==> config.mk <==
export PLATFORM = sky130hd
export DESIGN_NAME = adder_arbiter_flat
export DESIGN_NICKNAME = d
export VERILOG_FILES = /design/src/rtl/adder_arbiter_pkg.sv /design/src/rtl/adder_arbiter_if.sv /design/src/rtl/adder_arbiter_grant.sv /design/src/rtl/sixty_four_bit_adder.sv /design/src/rtl/adder_arbiter.sv /design/src/flat_wrapper.sv
export SDC_FILE = /design/constraint.sdc
export NUM_CORES = 1
export LEC_CHECK = 0
export BUFFER_PORTS_ARGS = -buffer_cell sky130_fd_sc_hd__buf_4
export CAP_MARGIN = 20
export CORE_MARGIN = 2
export CORE_UTILIZATION = 24
export CTS_CLUSTER_DIAMETER = 80
export DETAILED_ROUTE_END_ITERATION = 10
export SYNTH_ARGS = -nofsm -noshare
export SYNTH_HDL_FRONTEND = slang
export SYNTH_HIERARCHICAL = 1
export SYNTH_SLANG_ARGS = --single-unit
==> constraint.sdc <==
create_clock -name clk -period 10.3 [get_ports clk]
set_input_delay 1.03 -clock clk [delete_from_list [all_inputs] [get_ports clk]]
set_output_delay 1.03 -clock clk [all_outputs]
set_load 0.1 [all_outputs]
==> src/rtl/adder_arbiter_pkg.sv <==
// adder_arbiter shared types and constants.
// Round-robin arbitration enabled by ADDER_ARB_ROUND_ROBIN_EN.
package adder_arb_pkg;

  localparam int DATA_W      = 64;
  localparam int DEF_NUM_REQ = 4;
  localparam int DEF_ID_W    = 2;

  typedef enum logic [1:0] {
    IDLE = 2'd0,
    EXEC = 2'd1,
    RESP = 2'd2
  } state_e;

endpackage

==> src/rtl/adder_arbiter_if.sv <==
// Request/response bundle between requesters and adder_arbiter.
// Master = requesters + consumer, slave = arbiter.
interface adder_arbiter_if
  import adder_arb_pkg::*;
#(
  parameter int NUM_REQ = DEF_NUM_REQ,
  parameter int ID_W    = DEF_ID_W
);

  logic [NUM_REQ-1:0]        req_valid;
  logic [NUM_REQ-1:0]        req_ready;
  logic [NUM_REQ*DATA_W-1:0] req_a;
  logic [NUM_REQ*DATA_W-1:0] req_b;
  logic [NUM_REQ-1:0]        req_cin;
  logic                      rsp_valid;
  logic                      rsp_ready;
  logic [ID_W-1:0]           rsp_id;
  logic [DATA_W-1:0]         rsp_sum;

  modport master (
    output req_valid, req_a, req_b,
    output req_cin, rsp_ready,
    input  req_ready, rsp_valid,
    input  rsp_id, rsp_sum
  );

  modport slave (
    input  req_valid, req_a, req_b,
    input  req_cin, rsp_ready,
    output req_ready, rsp_valid,
    output rsp_id, rsp_sum
  );

endinterface

==> src/rtl/adder_arbiter_grant.sv <==
// One-hot grant from a request vector.
// Search starts at ptr and wraps past the last index.
module arb_grant #(
  parameter int NUM_REQ = 4,
  parameter int ID_W    = 2
) (
  input  logic [NUM_REQ-1:0] req,
  input  logic [ID_W-1:0]    ptr,
  output logic [NUM_REQ-1:0] gnt,
  output logic [ID_W-1:0]    id
);

  logic found;

  // first pending request at or after ptr
  always_comb begin
    gnt   = '0;
    id    = '0;
    found = 1'b0;
    for (int i = 0; i < NUM_REQ; i++) begin
      int j;
      j = (int'(ptr) + i) % NUM_REQ;
      if (!found && req[j]) begin
        found  = 1'b1;
        gnt[j] = 1'b1;
        id     = ID_W'(j);
      end
    end
  end

endmodule

==> src/rtl/sixty_four_bit_adder.sv <==
// Shared ALU 64-bit adder; carry-out is not needed.
// Result wraps modulo 2^64.
module sixty_four_bit_adder
  import adder_arb_pkg::*;
(
  input  logic [DATA_W-1:0] a,
  input  logic [DATA_W-1:0] b,
  input  logic              cin,
  output logic [DATA_W-1:0] sum
);

  assign sum = a + b + {{(DATA_W-1){1'b0}}, cin};

endmodule

==> src/rtl/adder_arbiter.sv <==
// Shares one 64-bit adder between NUM_REQ requesters.
// ADDER_ARB_ROUND_ROBIN_EN: round-robin, else fixed priority.
module adder_arbiter
  import adder_arb_pkg::*;
#(
  parameter int NUM_REQ = DEF_NUM_REQ,
  parameter int ID_W    = DEF_ID_W
) (
  input  logic          clk,
  input  logic          rst_n,
  adder_arbiter_if.slave bus,
  output logic          busy
);

  state_e             state;
  logic [DATA_W-1:0]  op_a;
  logic [DATA_W-1:0]  op_b;
  logic               op_cin;
  logic [DATA_W-1:0]  sum_d;
  logic [DATA_W-1:0]  sum_q;
  logic [ID_W-1:0]    id_q;
  logic               rsp_valid_q;
  logic [NUM_REQ-1:0] gnt;
  logic [ID_W-1:0]    gnt_id;
  logic [ID_W-1:0]    ptr;
  logic               any_req;

  assign any_req = |bus.req_valid;

`ifdef ADDER_ARB_ROUND_ROBIN_EN
  logic [ID_W-1:0] rr_ptr;

  // advance pointer past each granted index
  always_ff @(posedge clk) begin
    if (!rst_n) begin
      rr_ptr <= '0;
    end else if (state == IDLE && any_req) begin
      if (gnt_id == ID_W'(NUM_REQ - 1))
        rr_ptr <= '0;
      else
        rr_ptr <= gnt_id + ID_W'(1);
    end
  end

  assign ptr = rr_ptr;
`else
  assign ptr = '0;
`endif

  arb_grant #(
    .NUM_REQ (NUM_REQ),
    .ID_W    (ID_W)
  ) u_grant (
    .req (bus.req_valid),
    .ptr (ptr),
    .gnt (gnt),
    .id  (gnt_id)
  );

  assign bus.req_ready = (state == IDLE) ? gnt : '0;

  sixty_four_bit_adder u_add (
    .a   (op_a),
    .b   (op_b),
    .cin (op_cin),
    .sum (sum_d)
  );

  // grant/execute/respond sequencer
  always_ff @(posedge clk) begin
    if (!rst_n) begin
      state       <= IDLE;
      busy        <= 1'b0;
      rsp_valid_q <= 1'b0;
      id_q        <= '0;
      sum_q       <= '0;
      op_a        <= '0;
      op_b        <= '0;
      op_cin      <= 1'b0;
    end else begin
      unique case (state)
        IDLE: begin
          if (any_req) begin
            op_a   <= bus.req_a[DATA_W*gnt_id +: DATA_W];
            op_b   <= bus.req_b[DATA_W*gnt_id +: DATA_W];
            op_cin <= bus.req_cin[gnt_id];
            id_q   <= gnt_id;
            state  <= EXEC;
            busy   <= 1'b1;
          end
        end
        EXEC: begin
          sum_q       <= sum_d;
          rsp_valid_q <= 1'b1;
          state       <= RESP;
        end
        RESP: begin
          if (bus.rsp_ready) begin
            rsp_valid_q <= 1'b0;
            state       <= IDLE;
            busy        <= 1'b0;
          end
        end
        default: begin
          rsp_valid_q <= 1'b0;
          state       <= IDLE;
          busy        <= 1'b0;
        end
      endcase
    end
  end

  assign bus.rsp_valid = rsp_valid_q;
  assign bus.rsp_id    = id_q;
  assign bus.rsp_sum   = sum_q;

endmodule

==> src/flat_wrapper.sv <==
// flat-port wrapper written by rule: the top's interface ports become plain ports
module adder_arbiter_flat import adder_arb_pkg::*;
#(
  parameter int NUM_REQ = DEF_NUM_REQ,
  parameter int ID_W    = DEF_ID_W
)
  (clk, rst_n, busy, bus_req_valid, bus_req_a, bus_req_b, bus_req_cin, bus_rsp_ready, bus_req_ready, bus_rsp_valid, bus_rsp_id, bus_rsp_sum);
  adder_arbiter_if #(.NUM_REQ(NUM_REQ), .ID_W(ID_W)) bus_i ();
  input  logic clk;
  input  logic rst_n;
  output logic busy;
  input wire logic [$bits(bus_i.req_valid)-1:0] bus_req_valid;
  input wire logic [$bits(bus_i.req_a)-1:0] bus_req_a;
  input wire logic [$bits(bus_i.req_b)-1:0] bus_req_b;
  input wire logic [$bits(bus_i.req_cin)-1:0] bus_req_cin;
  input wire logic [$bits(bus_i.rsp_ready)-1:0] bus_rsp_ready;
  output wire logic [$bits(bus_i.req_ready)-1:0] bus_req_ready;
  output wire logic [$bits(bus_i.rsp_valid)-1:0] bus_rsp_valid;
  output wire logic [$bits(bus_i.rsp_id)-1:0] bus_rsp_id;
  output wire logic [$bits(bus_i.rsp_sum)-1:0] bus_rsp_sum;
  assign bus_i.req_valid = bus_req_valid;
  assign bus_i.req_a = bus_req_a;
  assign bus_i.req_b = bus_req_b;
  assign bus_i.req_cin = bus_req_cin;
  assign bus_i.rsp_ready = bus_rsp_ready;
  assign bus_req_ready = bus_i.req_ready;
  assign bus_rsp_valid = bus_i.rsp_valid;
  assign bus_rsp_id = bus_i.rsp_id;
  assign bus_rsp_sum = bus_i.rsp_sum;
  adder_arbiter #(.NUM_REQ(NUM_REQ), .ID_W(ID_W)) u_core (.clk(clk), .rst_n(rst_n), .bus(bus_i), .busy(busy));
endmodule
* Word level (Yosys, flattened, before mapping)
Cells that the tools add are included.
** Cells by class
- Add/subtract/negate cells :: 2
- $lt $le $gt $ge :: 1
- Eq/ne operators :: 4
- Shift operators :: 2
- Multiplexer cells :: 20
- Bitwise logic cells :: 2
- Reductions and logical operators :: 12
** Operator list (number)
- indexed part select 256 x 9 -> 64 bit :: 2
- adder 64 x 1 -> 64 bit :: 1
- adder 64 bit :: 1
- two-way mux 2 bit :: 5
- two-way mux 1 bit :: 8
- two-way mux 4 bit :: 2
- case mux 1 bit (3 select lines) :: 2
- case mux 2 bit (3 select lines) :: 1
- AND reduction 2 bit :: 3
- OR reduction 4 bit :: 1
- logical AND 1 bit :: 3
- zero test 1 bit :: 3
- less-than comparator 2 x 3 -> 1 bit (second input constant) :: 1
- two-way mux 3 bit :: 1
- AND reduction 3 bit :: 1
- binary-select mux 1 bit (select 2 bit) :: 1
- equality test 2 x 1 -> 1 bit (second input constant) :: 1
- equality test 2 bit (second input constant) :: 1
- zero test 2 bit :: 1
- inequality test 2 x 1 -> 1 bit (second input constant) :: 1
- inequality test 2 bit (second input constant) :: 1
- inverter 1 bit :: 2
** Storage, ports and cells
- Flip-flop bits (word level) :: 199

* Depth between registers and ports, before layout
- Depth in word-level cells :: 12
- Gate-level depth with buffers :: 13
- Mapped depth without buffers :: 13

* By module
The synthesis kept the hierarchy.
** Modules (own cells, without submodules)
- adder_arbiter :: instances 1, cells each 900, area each 9965.8 µm²
- sixty_four_bit_adder :: instances 1, cells each 558, area each 3784.9 µm²
- arb_grant :: instances 1, cells each 65, area each 489.2 µm²

* Worst setup path after synthesis
Ideal clock, no wire load.
- Path type :: input to output
- Start point :: input bus_req_valid[0]
- End point :: output bus_req_ready[2]
- Arrival :: 2.978 ns
- Setup slack :: 6.292 ns
- Stages :: 6
- Path through :: clkbuf_2 -> mux4_2 -> or2_4 -> nor2b_4 -> a221o_2 -> and2_1
** Between the ends
- Longest elaborated chain between the ends :: 9
** Ends and longest elaborated chain
- start: declaration :: RTL line flat_wrapper.sv:12 : input wire logic [$bits(bus_i.req_valid)-1:0] bus_req_valid;
- two-way mux 1 bit * :: RTL line adder_arbiter_grant.sv:23 : if (!found && req[j]) begin
- zero test 1 bit :: RTL line adder_arbiter_grant.sv:23
- logical AND 1 bit :: RTL line adder_arbiter_grant.sv:23
- two-way mux 1 bit * :: RTL line adder_arbiter_grant.sv:23
- zero test 1 bit * :: RTL line adder_arbiter_grant.sv:23
- logical AND 1 bit * :: RTL line adder_arbiter_grant.sv:23
- two-way mux 3 bit * :: RTL line adder_arbiter_grant.sv:23
- two-way mux 4 bit * :: RTL line adder_arbiter_grant.sv:23
- net u_core.gnt[2] :: RTL line adder_arbiter.sv:23 : logic [NUM_REQ-1:0] gnt;
- two-way mux 4 bit * :: RTL line adder_arbiter.sv:60 : assign bus.req_ready = (state == IDLE) ? gnt : '0;
- end: declaration :: RTL line flat_wrapper.sv:17 : output wire logic [$bits(bus_i.req_ready)-1:0] bus_req_ready;
Mark *: on every way through the listed nets, which the timed path passes. The rest lies on a longest branch.

* Worst setup path in the final report
- Start point :: register u_core.op_a[0]
- End point :: register u_core.sum_q[55], in the netlist u_core/bus.rsp_sum[55]
** Between the ends
- Longest elaborated chain between the ends :: 2
** Ends and longest elaborated chain
- start: declaration :: RTL line adder_arbiter.sv:16 : logic [DATA_W-1:0] op_a;
- start signal: assignment :: RTL line adder_arbiter.sv:84 : op_a <= bus.req_a[DATA_W*gnt_id +: DATA_W];
- adder 64 bit :: RTL line sixty_four_bit_adder.sv:12 : assign sum = a + b + {{(DATA_W-1){1'b0}}, cin};
- adder 64 x 1 -> 64 bit :: RTL line sixty_four_bit_adder.sv:12
- net u_core.sum_d[55] :: RTL line adder_arbiter.sv:19 : logic [DATA_W-1:0] sum_d;
- end signal: assignment :: RTL line adder_arbiter.sv:93 : sum_q <= sum_d;
- end: declaration :: RTL line adder_arbiter.sv:20 : logic [DATA_W-1:0] sum_q;
The timed path passes the listed nets, and every way through them passes these cells.
A chain may end at the register's enable or synchronous reset.

==> flow_summary.toml <==
[floorplan]
die_h_um = 247.6
die_w_um = 247.6
start_util_pct = 24.22
core_area_um2 = 58800
dieArea_um2 = 61300
rows = 89
ios = 595

[worst_setup_path]
r2r_start = "u_core/op_a[0]"
end_kind = "flop"
r2r_slack_ns = 5.98
worstReg2RegEnd = "u_core/bus.rsp_sum[55]"
crit_type = "flop to flop"
path_cells = "fa_1, a211oi_1, o211ai_1, a21oi_1, o31ai_2, a211oi_1, o31ai_1, a21oi_1, o21ai_0, xor2_1, nand2_1, a21oi_1"
crit_arrival_ns = 4.67
required_ns = 10.64
rr_worst_depth = 12
crit_family = "compound AO/OA/AOI/OAI gates"
path_max_fanout = 5
startpoint_type = "flop"
crit_path_max_incr_delay_ns = 0.82
slowest_stage = "a211oi_1"
cp_common_cell = "a21oi_1"
crit_buf_inv = 0

[cts]
cts_resized = 0
postCtsSetupRepairBufs = 0
cts_buffers = 17
postCtsHoldBufs = 0
cts_tree = "done"
htreeDepth = 4
clk_pin_slew_ns = 0.08
clockBufferDepth = 2
cts_sinks = 199
insertion_delay_ns = 0.50
clock-root-buffer = "clkbuf_16"

[logic_synthesis]
synth_flop_cell = "dfxtp_1"
async_flop_share_pct = 0
yosysSeqAreaShare_pct = 27.98
synthCells = 1523
synth_cell_types = 73
synth.cell_area_um2 = 14240
synth-seq-cells = 199
ys_warn_count = 6
syn_area_per_cell_um2 = 9.350
synth_edf_count = 0

[timing]
drv_slew = 0
finalCritPeriodShare_pct = 41.96
period_needed_ns = 4.322
fmax_ghz = 0.2314
holdWs_ns = 0.4572
tns_ns = 0
tightest_slew_ns = 1.078
setup_viol = 0
hold_viol_final = 0
skew_ns = 0.01597
maxSlewHeadroom_pct = 28.15
rsz0062_at_grt = "false"

[placed_design]
dp_hpwl_mm = 46.38
io_buffers = 594
gp_congestion = 0.9332
dp.cells = 2789

[routing]
dr.pass1.iters = 5
dr_wl_met2_mm = 28.08
wl_met3_mm = 3.255
drt_wl_total_mm = 57.32
wire_per_inst_um = 20.33
viasPerCell = 5.030
routed.top_layer = "met4"
postRouteAntennaNets = 0
drt_iter0_markers = 735
vias = 14184
drc = 0
drt-met1-wl_mm = 24.77

[global_route]
grt_remaining_overflow = 0
grt_usage_pct = 18.21
antenna_found_initial = 0
grt_pass1_vias = 14393
grt_pass1_wl_mm = 84.83
grt_max_degree = 76

[pwr]
internal-power_uw = 1778
swShare_pct = 41.95
ir_drop_mv = 0.09574
power_frac_comb_pct = 46.1
clkPwrFrac_pct = 22.4
seqPwrFrac_pct = 31.5
power.switching_uw = 1284
power_leakage_uw = 0.008136
p_per_area_nw_per_um2 = 154.7

[cells_and_area]
area_growth_pct = 38.97
layout_commonest_cell = "buf_4"
num-fill-cells = 6082
fin_cells = 2820
layout-drive-gt1-share_pct = 38.84
nets = 2627
mostFrequentLayoutCells = "buf_4 (607), nand2_1 (320), dfxtp_1 (199)"
antenna_cells = 0

[job]
drv_cap = 0

[worst_hold_path]
hp-start = "u_core/bus.rsp_sum[38]"
whs_path_depth = 2
hp-class = "flop to flop"
holdPathEnd = "u_core/bus.rsp_sum[38]"

[outcome]
status = "finished, final reports clean"
==> cell usage after synthesis (all sizes together), types with 3 or more instances <==
| cell type | count | area share (%) |
|---|---|---|
| nand2 | 320 | 8.4 |
| dfxtp | 199 | 28 |
| a21oi | 155 | 5.4 |
| mux4 | 132 | 21 |
| o2bb2ai | 129 | 7.9 |
| buf | 69 | 3.0 |
| ha | 67 | 5.9 |
| o21ai | 60 | 2.1 |
| clkbuf | 52 | 1.4 |
| nor2 | 43 | 1.1 |
| xnor2 | 40 | 2.5 |
| inv | 28 | 0.74 |
| a21o | 21 | 1.1 |
| xor2 | 21 | 1.3 |
| nand4 | 20 | 0.88 |
| o21bai | 19 | 1.0 |
| o31ai | 11 | 0.75 |
| nand3 | 10 | 0.35 |
| nor3 | 10 | 0.39 |
| and2 | 8 | 0.35 |
| nor2b | 8 | 0.40 |
| a31oi | 7 | 0.31 |
| o21a | 7 | 0.37 |
| a211oi | 6 | 0.32 |
| a221o | 6 | 0.46 |
| nand2b | 6 | 0.26 |
| or3 | 6 | 0.26 |
| a41oi | 5 | 0.31 |
| o211ai | 5 | 0.26 |
| a21boi | 4 | 0.21 |
| nor3b | 4 | 0.21 |
| nor4 | 4 | 0.28 |
| or4 | 4 | 0.21 |
| a221oi | 3 | 0.23 |
| and3 | 3 | 0.13 |
| mux2i | 3 | 0.21 |
| o221ai | 3 | 0.18 |
| o31a | 3 | 0.25 |
| or2 | 3 | 0.15 |
==> routing by layer <==
metal / GRT usage [%] / vias up
met2: 30.72 / 485
met5: 0 / -
li1: - / 6746
met3: 3.503 / 61
met4: 5.953 / 0
met1: 23.31 / 6892
==> kinds of logic (layout without fill, tap and decap cells) <==
kind of cell               count (synthesis)  after routing  share of synthesized area [%]
AOI/OAI and AO/OA                        455            455                          22.12
and+or+nand+nor                          453            453                          13.69
DFF                                      199            199                          27.98
buffers and inverters                    149            666                          5.105
muxes                                    136            136                          21.17
adders and majority gates                 69             69                          6.168
xor gates and xnor gates                  61             61                          3.752
other                                      1              8                        0.02633
==> stage by stage <==
stage | util, % | setup slack [ns] | instance area, µm² | power, µW
3_5_place_dp | 32.67 | 5.757 | 19210 | 2394
5_1_grt | 33.66 | 5.764 | 19790 | 3241
3_3_place_gp | 32.67 | 5.811 | 19210 | 2380
6_report | 33.66 | 5.978 | 19790 | 3062
2_1_floorplan | - | 6.292 | 14270 | 1945
4_1_cts | 33.66 | 5.993 | 19790 | 3103
==> power by group through the flow <==
stage                     Clock, µW  Sequential, µW  Combinational, µW
final                           686             965               1410
after global routing            744             982               1510
after CTS                       722             970               1410
after detailed placement          0             987               1410
after global placement            0             985               1400
after floorplan                   0            1160                786
==> registers in the layout, summed over array words and instances (netlist names) <==
name / flops
u_core/op_a: 64
u_core/bus.rsp_valid: 1
u_core/bus.rsp_sum: 64
u_core/state: 2
u_core/op_cin: 1
u_core/op_b: 64
u_core/busy: 1
u_core/bus.rsp_id: 2
==> cell type report <==
cell class / count / area, µm² / share of cell area, %
Clock buffer: 17 / 425.4 / 2.150
Clock inverter: 14 / 155.1 / 0.7840
Inverter: 28 / 105.1 / 0.5311
Multi-Input combinational cell: 1182 / 9595 / 48.49
Sequential cell: 199 / 3984 / 20.13
Tap cell: 773 / 967.2 / 4.887
Timing Repair Buffer: 607 / 4557 / 23.03
==> worst max-delay path by stage <==
stage / from / to / slack (ns) / depth (start not counted)
after floorplan: bus_req_valid[0] / bus_req_ready[2] / 6.29 / 6
final: u_core/op_a[0] / u_core/bus.rsp_sum[55] / 5.98 / 12
after CTS: u_core/op_a[0] / u_core/bus.rsp_sum[55] / 5.99 / 12
after global placement: bus_req_valid[3] / u_core/op_b[36] / 5.81 / 9
after global routing: u_core/op_a[0] / u_core/bus.rsp_sum[55] / 5.76 / 12
after detailed placement: bus_req_valid[3] / u_core/op_b[41] / 5.76 / 9
==> tightest hold or removal path: stages (launching register included) <==
cell and delay, ns:
dfxtp_1 0.31, nand2_1 0.05, a21oi_1 0.05
No activity file was read; power rests on OpenSTA's default activity.
